## config.mk

```make
export PLATFORM = sky130hd
export DESIGN_NAME = e1_tx_liu
export DESIGN_NICKNAME = d
export VERILOG_FILES = /design/src/rtl/e1_pkg.sv /design/src/rtl/e1_tx_hdb3.sv /design/src/rtl/e1_tx_liu.sv
export SDC_FILE = /design/constraint.sdc
export NUM_CORES = 1
export LEC_CHECK = 0
export ABC_AREA = 1
export CAP_MARGIN = 10
export CORE_MARGIN = 2
export CORE_UTILIZATION = 50
export CTS_CLUSTER_SIZE = 10
export DETAILED_ROUTE_END_ITERATION = 10
export DONT_BUFFER_PORTS = 1
export PLACE_DENSITY = 0.67
export SLEW_MARGIN = 20
export SYNTH_ARGS = -nofsm -noshare
export SYNTH_HDL_FRONTEND = slang
export SYNTH_SLANG_ARGS = --single-unit
```

## constraint.sdc

```tcl
create_clock -name clk -period 2 [get_ports clk]
set_input_delay 0.4 -clock clk [delete_from_list [all_inputs] [get_ports clk]]
set_output_delay 0.4 -clock clk [all_outputs]
set_load 0.01 [all_outputs]
```

## src/rtl/e1_pkg.sv

```systemverilog
// -----------------------------------------------------------------------------
// e1_pkg
// Shared types and constants for the E1 transmit line interface.
//   sym_t     : 2-bit line symbol carried through the HDB3 pipeline
//   SYM_*     : symbol encodings (ZERO must stay all-zero; the pipeline resets to it)
//   POL_*     : polarity of the most recent mark on the line
//   CNT_W     : width of the bit-timing and pulse-width counters
// -----------------------------------------------------------------------------
package e1_pkg;

   typedef logic [1:0] sym_t;

   localparam sym_t SYM_ZERO = 2'd0;   // space, no pulse
   localparam sym_t SYM_ONE  = 2'd1;   // data mark, alternates polarity
   localparam sym_t SYM_B    = 2'd2;   // HDB3 balancing pulse, obeys AMI alternation
   localparam sym_t SYM_V    = 2'd3;   // HDB3 violation, repeats previous polarity

   localparam logic POL_NEG = 1'b0;
   localparam logic POL_POS = 1'b1;

   localparam int unsigned CNT_W = 8;

endpackage

```

## src/rtl/e1_tx_hdb3.sv

```systemverilog
// -----------------------------------------------------------------------------
// e1_tx_hdb3
// Four-symbol line-coding pipeline. On every bit tick the oldest symbol is
// emitted, the pipeline shifts and the new symbol enters at the tail. With
// HDB3 enabled, a pipeline holding four ZEROs after the shift is rewritten to
// 000V or B00V so the line never carries four consecutive spaces.
// Ports:
//   clk, rst     : clock, synchronous active-high reset
//   tick_i       : one-cycle bit strobe; all state advances only on it
//   sym_i        : symbol entering the pipeline this tick (ONE or ZERO)
//   hdb3_en_i    : substitution enable, sampled on the tick
//   pulse_p_o    : emitted symbol is a positive pulse (valid only with tick_i)
//   pulse_n_o    : emitted symbol is a negative pulse (valid only with tick_i)
// -----------------------------------------------------------------------------
module e1_tx_hdb3
   import e1_pkg::*;
(
   input  logic clk,
   input  logic rst,
   input  logic tick_i,
   input  sym_t sym_i,
   input  logic hdb3_en_i,
   output logic pulse_p_o,
   output logic pulse_n_o
);

   // pipe[3] is the head (next symbol on the line), pipe[0] the newest.
   sym_t [3:0] pipe_q, pipe_d;
   logic       last_pol_q, last_pol_d;
   // Parity of marks (ONE/B) emitted since the last V; picks 000V vs B00V.
   logic       v_par_q, v_par_d;

   always_comb begin
      // NOTE: every output of this block gets a default first, so no path can
      // leave a value unassigned and infer a latch.
      pipe_d     = pipe_q;
      last_pol_d = last_pol_q;
      v_par_d    = v_par_q;
      pulse_p_o  = 1'b0;
      pulse_n_o  = 1'b0;

      if (tick_i) begin
         case (pipe_q[3])
            SYM_ONE, SYM_B: begin
               last_pol_d = ~last_pol_q;
               v_par_d    = ~v_par_q;
               pulse_p_o  = (last_pol_d == POL_POS);
               pulse_n_o  = (last_pol_d == POL_NEG);
            end
            SYM_V: begin
               v_par_d   = 1'b0;
               pulse_p_o = (last_pol_q == POL_POS);
               pulse_n_o = (last_pol_q == POL_NEG);
            end
            default: ;
         endcase

         pipe_d = {pipe_q[2:0], sym_i};

         // Decision uses the parity that already includes this tick's emission.
         if (hdb3_en_i && (pipe_d == {4{SYM_ZERO}})) begin
            pipe_d[0] = SYM_V;
            pipe_d[3] = v_par_d ? SYM_ZERO : SYM_B;
         end
      end
   end

   always_ff @(posedge clk) begin
      // NOTE: state registers use non-blocking assignments so every flop
      // samples the pre-edge values regardless of statement order.
      if (rst) begin
         // NOTE: the short symbol pipeline is reset deliberately: the line must
         // start from a known all-space state with defined polarity.
         pipe_q     <= {4{SYM_ZERO}};
         last_pol_q <= POL_NEG;
         v_par_q    <= 1'b0;
      end else begin
         pipe_q     <= pipe_d;
         last_pol_q <= last_pol_d;
         v_par_q    <= v_par_d;
      end
   end

endmodule

```

## src/rtl/e1_tx_liu.sv

```systemverilog
// -----------------------------------------------------------------------------
// e1_tx_liu
// E1 transmit line sequencer. Generates the bit tick, pulls one framed bit per
// tick from upstream (valid/ack), substitutes a ONE when upstream is empty
// (AIS fill), runs AMI/HDB3 coding and shapes RZ pulses on tx_hi / tx_lo.
// Ports:
//   clk, rst    : clock, synchronous active-high reset
//   in_data     : next bit to transmit, held stable while in_valid
//   in_valid    : in_data is valid
//   in_ack      : bit consumed this cycle (tick with in_valid)
//   cfg_enable  : 0 idles the line and holds the bit timer at DIV-1
//   cfg_hdb3    : 1 HDB3, 0 plain AMI; sampled on each tick
//   tx_hi/tx_lo : registered positive / negative pulse requests to the pads
//   underrun    : tick with no valid data; a ONE was inserted
// in_ack and underrun are combinational strobes in the tick cycle so that the
// handshake completes in the same cycle the data is sampled.
// -----------------------------------------------------------------------------
module e1_tx_liu
   import e1_pkg::*;
#(
   parameter int unsigned DIV       = 15,   // clk cycles per E1 bit, 4..255
   parameter int unsigned PULSE_LEN = 7     // pulse width in clk cycles, 1..DIV-1
)(
   input  logic clk,
   input  logic rst,
   input  logic in_data,
   input  logic in_valid,
   output logic in_ack,
   input  logic cfg_enable,
   input  logic cfg_hdb3,
   output logic tx_hi,
   output logic tx_lo,
   output logic underrun
);

   localparam logic [CNT_W-1:0] DIV_M1   = CNT_W'(DIV - 1);
   localparam logic [CNT_W-1:0] PULSE_M1 = CNT_W'(PULSE_LEN - 1);

   logic [CNT_W-1:0] bit_cnt_q, bit_cnt_d;
   logic [CNT_W-1:0] width_cnt_q, width_cnt_d;
   logic             tx_hi_q, tx_hi_d;
   logic             tx_lo_q, tx_lo_d;
   logic             tick;
   logic             pulse_p, pulse_n;
   sym_t             new_sym;

   // Reset gating keeps the strobes quiet while rst is held.
   assign tick     = cfg_enable && !rst && (bit_cnt_q == '0);
   assign in_ack   = tick && in_valid;
   assign underrun = tick && !in_valid;
   assign new_sym  = (in_valid ? in_data : 1'b1) ? SYM_ONE : SYM_ZERO;

   e1_tx_hdb3 u_hdb3 (
      .clk       (clk),
      .rst       (rst),
      .tick_i    (tick),
      .sym_i     (new_sym),
      .hdb3_en_i (cfg_hdb3),
      .pulse_p_o (pulse_p),
      .pulse_n_o (pulse_n)
   );

   always_comb begin
      bit_cnt_d   = bit_cnt_q;
      width_cnt_d = width_cnt_q;
      tx_hi_d     = tx_hi_q;
      tx_lo_d     = tx_lo_q;

      if (!cfg_enable) begin
         // Idle: truncate any pulse and park the timer so re-enable waits DIV.
         bit_cnt_d   = DIV_M1;
         width_cnt_d = '0;
         tx_hi_d     = 1'b0;
         tx_lo_d     = 1'b0;
      end else begin
         bit_cnt_d = (bit_cnt_q == '0) ? DIV_M1 : bit_cnt_q - 1'b1;

         if (tick) begin
            tx_hi_d     = pulse_p;
            tx_lo_d     = pulse_n;
            width_cnt_d = (pulse_p || pulse_n) ? PULSE_M1 : '0;
         end else if (width_cnt_q != '0) begin
            width_cnt_d = width_cnt_q - 1'b1;
         end else begin
            tx_hi_d = 1'b0;
            tx_lo_d = 1'b0;
         end
      end
   end

   always_ff @(posedge clk) begin
      if (rst) begin
         bit_cnt_q   <= DIV_M1;
         width_cnt_q <= '0;
         tx_hi_q     <= 1'b0;
         tx_lo_q     <= 1'b0;
      end else begin
         bit_cnt_q   <= bit_cnt_d;
         width_cnt_q <= width_cnt_d;
         tx_hi_q     <= tx_hi_d;
         tx_lo_q     <= tx_lo_d;
      end
   end

   assign tx_hi = tx_hi_q;
   assign tx_lo = tx_lo_q;

endmodule

```

* Word-level counts from Yosys, hierarchy flattened *
Cells that the tools add are included.

word-level totals
  input bits = 6
  logic and storage cells = 52
  register bits after elaboration = 28

cells by class
  bitwise logic cells = 3
  equal/unequal tests = 4
  add/subtract/negate cells = 2
  reductions and logical operators = 16
  mux-type cells = 17

operator list
  kind                                                                   number
  8-bit logical NOT                                                      2
  8-bit 2-to-1 mux                                                       2
  8-bit by 1-bit subtractor with 8-bit output, second input constant     2
  1-bit 2-to-1 mux                                                       8
  8-bit nonzero test                                                     1
  2-bit 2-to-1 mux                                                       3
  1-bit one-hot mux with 2 select lines                                  3
  1-bit logical AND                                                      5
  2-bit equality test, second input constant                             2
  2-bit OR reduction                                                     2
  3-bit 2-to-1 mux                                                       1
  1-bit NOT                                                              3
  3-bit OR reduction                                                     1
  2-bit by 1-bit equality test with 1-bit output, second input constant  1
  1-bit logical NOT                                                      2
  2-bit inequality test, second input constant                           1
  2-bit AND reduction                                                    1
  2-bit nonzero test                                                     1
  1-bit logical OR                                                       1

* Depth between registers and ports, before layout *
  word-level depth = 7
  depth in mapped cells = 10

* Modules after synthesis *
From an unflattened synthesis, not the netlist that was laid out.

second synthesis, totals
  cell total of the unflattened synthesis = 209
  area, all modules = 1468.9 um^2

modules (own cells, without submodules)
  module      cells an instance  instances  area each (um^2)
  e1_tx_liu   139                1          959.7
  e1_tx_hdb3  70                 1          509.2

* Worst setup path before layout *
No wires, ideal clock.

  path type = reg-to-output
  start point = register bit_cnt_q[0]
  end point = output in_ack
  arrival time = 1.132 ns
  path slack = 0.468 ns
  required time = 1.600 ns
  stages on the path, launching flop included = 8
  cell sequence = dfxtp_1 -> inv_1 -> ha_1 -> nand2_1 -> nor2_1 -> nand3_4 -> buf_6 -> nor2_1

between the ends
  cells in the longest elaborated chain, start to end = 3

RTL lines
  element                 line             text
  start, declared         e1_tx_liu.sv:39  logic [CNT_W-1:0] bit_cnt_q, bit_cnt_d;
  start signal, assigned  e1_tx_liu.sv:98  bit_cnt_q <= bit_cnt_d;
  8-bit logical NOT       e1_tx_liu.sv:48  assign tick = cfg_enable && !rst && (bit_cnt_q == '0);
  1-bit logical AND       e1_tx_liu.sv:48
  1-bit logical AND       e1_tx_liu.sv:49  assign in_ack = tick && in_valid;
  end, declared           e1_tx_liu.sv:28  output logic in_ack,

No other way between the ends.

* Final worst setup path *
  start point = register bit_cnt_q[0]
  end point = output underrun

between the ends
  cells in the longest elaborated chain, start to end = 3

RTL lines
  element            line             text
  8-bit logical NOT  e1_tx_liu.sv:48
  1-bit logical AND  e1_tx_liu.sv:48
  1-bit logical AND  e1_tx_liu.sv:50  assign underrun = tick && !in_valid;
  end, declared      e1_tx_liu.sv:33  output logic underrun

No other way between the ends.

==> impl_metrics.tcl <==
set metrics [dict create \
    status "finished clean" \
    drv_cap 0 \
    worstPathCellList "inv_1, ha_1, nand2_1, nor2_2, nand3_4, nor2_2" \
    fin_util_pct 55.0 \
    netSwitchingFraction_pct 39.2 \
    finClkSkew_ns 0.00945 \
    critical_path_buf_inv_count 1 \
    final_hold_viol_count 0 \
    cts_max_level 1 \
    p_leak_nw 0.655 \
    startpoint_type "flip-flop" \
    routabilityCongestion 0.861 \
    rows 19 \
    die_h_microns 57.4 \
    crit_path_max_fanout 5 \
    worstSetupPathType "reg2out" \
    hold_buffers 0 \
    synth_area_sq_mm 0.00143 \
    endpoint_kind "primary output" \
    drive_above_1_share_pct 10.4 \
    path_clk_slew_ns 0.14 \
    die_area_sq_mm 0.00330 \
    final_cells 232 \
    port-buffer-count 0 \
    grt_first_pass_wirelength_microns 4630 \
    intPower_uw 890 \
    place_hpwl_microns 1830 \
    tightest_slew_ns 0.363 \
    synth_area_per_cell_sq_um 7.24 \
    synth_nets 208 \
    min_period_ns 1.87 \
    clock_sinks 28 \
    initial_core_util_pct 52.2 \
    num_antenna_cells 0 \
    clock.fmax_mhz 533 \
    final_common_cell "nand2_1" \
    first_pass_iters 4 \
    clk_latency_ns 0.32 \
    avgViaCountPerCell 5.09 \
    pwr-share-seq_pct 44.4 \
    powerDensity_mw_per_mm2 973 \
    ys_types 23 \
    core_region_area_sq_mm 0.00273 \
    drv_slew 0 \
    pre_cts_ws_ns 0.298 \
    synth_seq_cells 28 \
    top_level_ports 10 \
    crit_slowest_cell "dfxtp_1" \
    pwr-share-clk_pct 15.0 \
    grt_max_degree 15 \
    first_global_vias 1090 \
    fin_crit_sh_pct 93.7 \
    drc_errors 0 \
    num_vias 1182 \
    grt_overflow 0 \
    cp.required_ns 1.60 \
    power_switching_uw 573 \
    yosysSeqAreaShare_pct 39.3 \
    peakVddDrop_uv 961 \
    drtIter0Drc 47 \
    synthCells 197 \
    yosys_warnings 0 \
    clockRootBuffer "clkbuf_4" \
    ant_nets 0 \
    fill_cells 268 \
    setup_violations 0 \
    cp_common_cell "nor2_2" \
    final_cell_mix "38 x nand2_1, 28 x dfxtp_1, 27 x inv_1, 27 x nor2_1, 20 x nand3_1" \
    post_drt_wl_per_cell_microns 10.8 \
    routed_wl_microns 2500 \
    min_path_type "in2reg" \
    antenna_found_initial 0 \
    grt.total_usage_pct 17.2 \
    max_stage_delay_ns 0.33 \
    comb_power_share_pct 40.6 \
    placed_cells 226 \
    finalNetCount 214 \
    syn_to_final_growth_pct 5.35 \
    critical_path.top_delay_family "simple AND/OR/NAND/NOR gates" \
    die_w_microns 57.4 \
    numCtsBuffers 3 \
    critPathArrivalTime_ns 1.47 \
    rsz0062_at_grt "no" \
    worst_slack_ns 0.125 \
    max_slew_margin_pct 75.7 \
    cts_tree "built" \
    clockBufferDepth 2 \
    setup_tns_ns 0 \
]
==> path summary, 6_finish.rpt <==
check             depth (start not counted)  slack (ns)          endpoint      startpoint
setup reg to reg                          9        0.40    width_cnt_q[3]  width_cnt_q[0]
hold / removal                            1        0.13  u_hdb3.pipe_q[1]             rst
setup / recovery                          6        0.13          underrun    bit_cnt_q[0]
hold reg to reg                           1        0.42      bit_cnt_q[0]    bit_cnt_q[0]
==> power groups by stage <==
stage	logic [mW]	clock network, mW	registers [mW]
global placement	0.574	0	0.659
global route	0.691	0.247	0.657
floorplan	0.487	0	0.654
CTS	0.585	0.228	0.648
finish	0.594	0.220	0.649
detailed placement	0.580	0	0.661
==> state kept, by name (all words and copies together), names as in the netlist <==
name,cells
tx_lo,1
u_hdb3.last_pol_q,1
u_hdb3.v_par_q,1
bit_cnt_q,8
width_cnt_q,8
tx_hi,1
u_hdb3.pipe_q,8
==> per-stage QoR <==
| stage | hold WS, ns | area [sq um] | total power, mW |
|---|---|---|---|
| 2_1_floorplan | 0.393 | 1430 | 1.14 |
| 3_3_place_gp | 0.400 | 1440 | 1.23 |
| 3_5_place_dp | 0.404 | 1440 | 1.24 |
| 4_1_cts | 0.124 | 1480 | 1.46 |
| 5_1_grt | 0.120 | 1500 | 1.60 |
| 6_report | 0.134 | 1500 | 1.46 |
==> kinds of logic (layout without fill, tap and decap cells) <==
kind of cell | Yosys count | after routing | synth area share [%]
buf+inv | 32 | 35 | 9.82
flops | 28 | 28 | 39.3
fa+ha+maj | 5 | 5 | 4.39
compound gates | 26 | 26 | 9.30
simple gates | 100 | 101 | 33.5
xor+xnor | 6 | 6 | 3.68
==> synthesized netlist by cell type <==
| master | n | area (sq um) |
|---|---|---|
| nor3_2 | 1 | 10.0 |
| nor2_1 | 30 | 113 |
| o21ai_0 | 10 | 50.1 |
| a21oi_1 | 13 | 65.1 |
| dfxtp_1 | 28 | 561 |
| nor2_4 | 2 | 22.5 |
| nor3b_1 | 1 | 7.51 |
| inv_4 | 2 | 12.5 |
| buf_6 | 2 | 22.5 |
| nor2_2 | 3 | 18.8 |
| inv_2 | 1 | 3.75 |
| a21boi_0 | 1 | 7.51 |
| ha_1 | 5 | 62.6 |
| nor3_1 | 2 | 10.0 |
| xnor2_1 | 1 | 8.76 |
| xor2_1 | 5 | 43.8 |
| o21ai_1 | 2 | 10.0 |
| nand2_8 | 1 | 20.0 |
| nand3_1 | 20 | 100 |
| nor3_4 | 1 | 16.3 |
| inv_1 | 27 | 101 |
| nand3_4 | 1 | 17.5 |
| nand2_1 | 38 | 143 |
==> area by class of cell <==
cell class | instances | area [sq um] | area share, %
Tap cell | 31 | 38.8 | 2.58
Timing Repair Buffer | 2 | 15.0 | 0.999
Multi-Input combinational cell | 138 | 748 | 49.8
Inverter | 30 | 118 | 7.83
Sequential cell | 28 | 561 | 37.3
Clock buffer | 3 | 22.5 | 1.50
==> worst register-to-register path: cells and delay by family, from the launching register on <==
| kind | cells | cell delay, ns |
|---|---|---|
| adder cells (fa/ha/maj) | 1 | 0.20 |
| AO/OA/AOI/OAI | 1 | 0.18 |
| flip-flops | 1 | 0.34 |
| buffers and inverters | 2 | 0.16 |
| AND/OR/NAND/NOR | 5 | 0.63 |
==> routing by layer <==
| metal | track usage [%] | wire length, microns | up-vias |
|---|---|---|---|
| li1 | - | - | 632 |
| met4 | 4.98 | 28 | 0 |
| met1 | 25.7 | 1310 | 531 |
| met3 | 2.27 | 73 | 4 |
| met2 | 26.0 | 1090 | 15 |
| met5 | 0 | 0 | - |
==> timing repair <==
action / 4_1_cts / 5_1_grt
setup endpoints to repair: 2 / 2
pin swaps: 1 / 1
gates resized for setup: 3 / 1
hold endpoints to repair: 0 / 0
setup buffers: 0 / 2
cloned: 1 / 0
Power figures use the tool's default switching activity.
